**src/rtl/parity_frame_rx.sv**
```systemverilog
// parity_frame_rx
// ---------------------------------------------------------------------------
// Serial parity-checking frame receiver. Accepts a one-bit serial stream
// framed as: start bit (0), DATA_W data bits MSB-first, one parity bit and
// one stop bit (1). Reassembles the data word, recomputes XOR parity over the
// data and parity bits, and reports the word plus parity/framing status as a
// one-cycle result pulse.
//
// Configuration macro:
//   PARITY_FRAME_RX_ODD_EN  defined   -> odd parity  (data ^ parity must be 1)
//                           undefined -> even parity (data ^ parity must be 0)
//
// Ports:
//   clk         rising-edge clock
//   rst         asynchronous active-high reset
//   in_valid    in_bit is meaningful this cycle; bits consumed only when high
//   in_bit      serial line bit
//   busy        high while a frame is in progress
//   out_valid   one-cycle pulse, frame result available
//   out_data    received data word, held until the next out_valid
//   parity_err  parity mismatch, held until the next out_valid
//   frame_err   stop bit was 0, held until the next out_valid
// ---------------------------------------------------------------------------
module parity_frame_rx #(
  parameter int DATA_W = 8
) (
  input  logic              clk,
  input  logic              rst,
  input  logic              in_valid,
  input  logic              in_bit,
  output logic              busy,
  output logic              out_valid,
  output logic [DATA_W-1:0] out_data,
  output logic              parity_err,
  output logic              frame_err
);

  localparam int CNT_W = $clog2(DATA_W + 1);

`ifdef PARITY_FRAME_RX_ODD_EN
  localparam logic EXP_PAR = 1'b1;
`else
  localparam logic EXP_PAR = 1'b0;
`endif

  typedef enum logic [1:0] {
    IDLE   = 2'd0,
    DATA   = 2'd1,
    PARITY = 2'd2,
    STOP   = 2'd3
  } state_t;

  state_t              state_q, state_d;
  logic [CNT_W-1:0]    cnt_q, cnt_d;
  logic [DATA_W-1:0]   shift_q, shift_d;
  logic                par_q, par_d;
  logic                busy_q, busy_d;
  logic                out_valid_q, out_valid_d;
  logic [DATA_W-1:0]   out_data_q, out_data_d;
  logic                parity_err_q, parity_err_d;
  logic                frame_err_q, frame_err_d;

  always_comb begin
    state_d      = state_q;
    cnt_d        = cnt_q;
    shift_d      = shift_q;
    par_d        = par_q;
    out_valid_d  = 1'b0;
    out_data_d   = out_data_q;
    parity_err_d = parity_err_q;
    frame_err_d  = frame_err_q;

    // Nothing advances without in_valid, so gaps are allowed in any state.
    if (in_valid) begin
      case (state_q)
        IDLE: begin
          if (!in_bit) begin
            state_d = DATA;
            cnt_d   = '0;
            par_d   = 1'b0;
          end
        end
        DATA: begin
          // Shift in from the LSB side: first data bit ends up at the MSB.
          shift_d = {shift_q[DATA_W-2:0], in_bit};
          par_d   = par_q ^ in_bit;
          cnt_d   = cnt_q + CNT_W'(1);
          if (cnt_q == CNT_W'(DATA_W - 1)) begin
            state_d = PARITY;
          end
        end
        PARITY: begin
          par_d   = par_q ^ in_bit;
          state_d = STOP;
        end
        STOP: begin
          // par_q already covers data and parity bits at this point.
          state_d      = IDLE;
          out_data_d   = shift_q;
          parity_err_d = (par_q != EXP_PAR);
          frame_err_d  = ~in_bit;
          out_valid_d  = 1'b1;
        end
        default: begin
          state_d = IDLE;
        end
      endcase
    end

    // Registered busy mirrors the next state so it tracks state_q exactly.
    busy_d = (state_d != IDLE);
  end

  always_ff @(posedge clk or posedge rst) begin
    if (rst) begin
      state_q      <= IDLE;
      cnt_q        <= '0;
      shift_q      <= '0;
      par_q        <= 1'b0;
      busy_q       <= 1'b0;
      out_valid_q  <= 1'b0;
      out_data_q   <= '0;
      parity_err_q <= 1'b0;
      frame_err_q  <= 1'b0;
    end else begin
      state_q      <= state_d;
      cnt_q        <= cnt_d;
      shift_q      <= shift_d;
      par_q        <= par_d;
      busy_q       <= busy_d;
      out_valid_q  <= out_valid_d;
      out_data_q   <= out_data_d;
      parity_err_q <= parity_err_d;
      frame_err_q  <= frame_err_d;
    end
  end

  assign busy       = busy_q;
  assign out_valid  = out_valid_q;
  assign out_data   = out_data_q;
  assign parity_err = parity_err_q;
  assign frame_err  = frame_err_q;

endmodule

```
**config.mk**
```make
export PLATFORM = sky130hd
export DESIGN_NAME = parity_frame_rx
export DESIGN_NICKNAME = d
export VERILOG_FILES = /design/src/rtl/parity_frame_rx.sv
export SDC_FILE = /design/constraint.sdc
export NUM_CORES = 1
export LEC_CHECK = 0
export CAP_MARGIN = 0
export CORE_ASPECT_RATIO = 1.1
export CORE_UTILIZATION = 35
export CTS_BUF_LIST = sky130_fd_sc_hd__clkbuf_8
export DETAILED_ROUTE_END_ITERATION = 12
export HOLD_SLACK_MARGIN = 0.06
export MAX_ROUTING_LAYER = met4
export PLACE_DENSITY = 0.59
export SYNTH_ARGS = -nofsm -noshare
export SYNTH_HDL_FRONTEND = slang
export SYNTH_SLANG_ARGS = --single-unit
```
**constraint.sdc**
```tcl
create_clock -name clk -period 3 [get_ports clk]
set_input_delay 0.6 -clock clk [delete_from_list [all_inputs] [get_ports clk]]
set_output_delay 0.6 -clock clk [all_outputs]
set_load 0.01 [all_outputs]
```
==> results.txt <==
The number of global-route vias before repair came out at 716. The detailed-route vias per instance came out at 5.06. The achievable frequency came out at 0.564 GHz.

The deepest clock path buffer count is 2. The layout overhead on the synthesized area came out at 20.0%. The register area share after synthesis is 57.1%. Summing over every cut layer, the via total after detailed routing is 723. Measured along the x axis, the die boundary spans 57.4 um. The post-route netlist has 22.9% of its cells at a drive strength greater than 1. The number of H-tree levels is 1. Across all register-to-register paths, the minimum setup slack is 1350 ps.

The top cell type by total area after synthesis is dfrtp_1. During synthesis, Yosys emitted a total of 0 warnings. The count of input and output buffers is 15.

The checks that failed: design-rule violations. The highest ir drop seen on vdd came out at 0.435 mV. The global placement routability congestion is 0.721. The total wire length came out at 1870 um. The clock skew is 2.57 ps. The final-report hold violation count came to 0. The mapped netlist covers 1180 sq um. The hold-fix buffer count after cts is 0. In this run the tightest slew margin relative to its limit is 68.1%. The detailed-route wire length per cell is 13.1 um. The worst hold path depth is 2. Setup repair after global routing left no endpoint under its margin. The class of the most critical setup path is in2reg. STA classifies the critical path endpoint as a flip-flop.

The global-route usage over all layers is 11.7%. At the worst endpoint, the arrival time is 1930 ps. The initial core utilization came out at 37.8%. For this run the aggregate overflow at the end of global routing stands at 0.

The number of antenna diodes in the final layout is 0. The clock period could shrink to 1770 ps. Max-cap violations in this run came to 0. Prior to clock tree synthesis, the placed netlist has a worst setup slack of 923 ps. The cell count after synthesis is 91. The clock transition at the register clock pins on the worst setup and hold paths after CTS came out at 90 ps. The transition time of the tightest slew-check pin is 477 ps. The average footprint of a synthesized cell is 13.0 sq um. The pin count of the biggest net entering global routing came out at 28. Once detailed placement completed, the half-perimeter wirelength came to 1370 um. Setup violations remaining at the end of the flow were counted as 0. After synthesis, the netlist uses 25 different library cells. The final cell utilization of the core came out at 45.4%. The power per unit of standard cell area came out at 1010 nW/um^2.

The die area came out at 3610 sq um. The starting DRC count in detailed routing came out at 11. The CTS sink count is 27. The final design area excluding fillers came out at 1420 sq um. The internal power contribution is 0.965 mW. The portion of total power attributed to combinational logic is 41.4%. At the later pin of the worst-skew pair, clock insertion delay measures 260 ps. The startpoint class of the critical path is an input pin. The number of antenna violations at the first check in global routing came out at 0. The remaining design rule violation count is 1. The first global-routing pass estimated 3260 um of wire.

The required time at the endpoint of the critical path came out at 3160 ps. The vertical extent of the die came out at 63.0 um. After filler insertion, the fill cell instance count of the layout stands at 299. The flow ran to the end, but the final reports show violations. The power spent charging and discharging nets came out at 0.463 mW. Clock tree synthesis selected as its root buffer the cell clkbuf_8. The total area inside the core boundary comes to 3130 sq um.

The maximum fanout count along the critical path came out at 12. The count of nets after finishing came out at 119. Counting the buffers created by CTS gives 3.

Counting tap cells, the placed design contains a total of 139 instances. Sequential cells burn 44.6% of the power. The post-synthesis net count came out at 100. The instance area at placement is 1370 sq um. Hold is met by 501 ps. The number of setup buffers added after CTS is 0. The proportion of power drawn by the clock network is 14.0%. The setup slack after layout is 1230 ps. The number of non-filler instances in the completed layout came out at 143. After clock tree synthesis, the repair step resized 0 gates. The final-layout setup total negative slack is 0 ps. The number of core rows came out at 21. The first-pass iteration count of the detailed router is 8. The flop and latch count out of synthesis came out at 27.

The min-delay analysis places its worst path in the category reg2reg. Overall power consumption after layout is estimated at 1.43 mW. TritonCTS built the clock tree. The number of pins with negative max-slew slack in the final report is 0. In the post-synthesis netlist, the biggest area contributors are dfrtp_1, mux2_2, ha_1, inv_1, a21boi_4. In this run the static leakage power is 0.649 nW. After synthesis, the largest area contributor takes up 57.1% of total cell area. The number of antenna-violating nets in the routed design came out at 0. The fraction of the cycle the final worst path needs is 59.1%. The number of I/O pins is 16. The logic depth of the worst register-to-register path is 4. The fraction of power spent switching nets is 32.4%.
## critical path, cell delays in order
cell and delay (ps):
clkdlybuf4s50_1 510, nand2_1 420, mux2_2 390
## Yosys cell counts, drive strengths merged
| master | n |
|---|---|
| nand2 | 4 |
| mux2 | 17 |
| a21bo | 1 |
| a32o | 1 |
| a21oi | 1 |
| a31oi | 1 |
| a211o | 2 |
| a21o | 1 |
| a22o | 1 |
| nand3b | 2 |
| o21ai | 4 |
| inv | 6 |
| buf | 2 |
| o2111ai | 1 |
| nand3 | 3 |
| ha | 5 |
| a21boi | 1 |
| nor4 | 1 |
| nor3 | 2 |
| o22ai | 1 |
| nor2 | 3 |
| nand2b | 3 |
| and3 | 1 |
| dfrtp | 27 |
## layout by cell type (no fill, tap or decap)
master | Yosys | layout
a31oi_1 | 1 | 1
nand3b_1 | 2 | 2
a21boi_4 | 1 | 1
buf_4 | 0 | 1
a22o_1 | 1 | 1
a21bo_2 | 1 | 1
clkdlybuf4s50_1 | 0 | 15
o21ai_0 | 3 | 3
nand3_1 | 3 | 3
o21ai_2 | 1 | 1
clkinv_2 | 0 | 1
nand2b_1 | 3 | 3
a21oi_1 | 1 | 1
inv_1 | 6 | 6
ha_1 | 5 | 5
a211o_1 | 2 | 2
nand2_1 | 4 | 4
o2111ai_1 | 1 | 1
o22ai_1 | 1 | 1
and3_1 | 1 | 1
a32o_1 | 1 | 1
dfrtp_1 | 27 | 27
a21o_1 | 1 | 1
clkbuf_8 | 0 | 3
mux2_2 | 17 | 17
nor4_1 | 1 | 1
nor3_1 | 2 | 2
nor2_1 | 3 | 3
## kinds of logic (layout without fill, tap and decap cells)
family                   after synthesis  count (layout)  synth area share [%]
adder cells (fa/ha/maj)                5               5                  5.29
buffers and inverters                  8              26                  2.75
AO/OA/AOI/OAI                         15              15                  10.4
AND/OR/NAND/NOR                       19              19                  8.25
flip-flops                            27              27                  57.1
multiplexers                          17              17                  16.2
## final cells by class
class                      instances  area, sq um  area share (%)
inverter                           6         22.5            1.59
tap                               34         42.5            3.00
clock buffer                       3         41.3            2.91
sequential                        27          676            47.6
clock inverter                     1         5.00           0.353
multi-input combinational         56          474            33.4
timing repair buffer              16          158            11.1
## power by group through the flow
stage                     Sequential, mW  Combinational, mW  Clock (mW)
after floorplan                    0.651              0.375           0
after global routing               0.663              0.654       0.220
final                              0.637              0.592       0.200
after CTS                          0.638              0.602       0.208
after detailed placement           0.646              0.602           0
after global placement             0.643              0.583           0
## layer usage
metal / up-vias / global-route usage [%] / share of wire (%)
met3: 2 / 2.07 / 3.4
met5: - / - / 0
met1: 351 / 15.1 / 49
met4: 0 / 3.66 / 0.75
li1: 359 / - / -
met2: 11 / 18.5 / 47
## flip-flops by register name (all words and copies together), names as in the netlist
register    cells
frame_err       1
out_data        8
out_valid       1
busy            1
par_q           1
state_q         2
parity_err      1
shift_q         8
cnt_q           4
## worst paths after layout
path                       startpoint           to
setup / recovery             in_valid  out_data[4]
max in group asynchronous         rst         busy
setup reg to reg           state_q[1]   shift_q[6]
hold reg to reg             frame_err    frame_err
hold / removal              frame_err    frame_err
min in group asynchronous         rst  out_data[3]
Power figures use the tool's default switching activity.
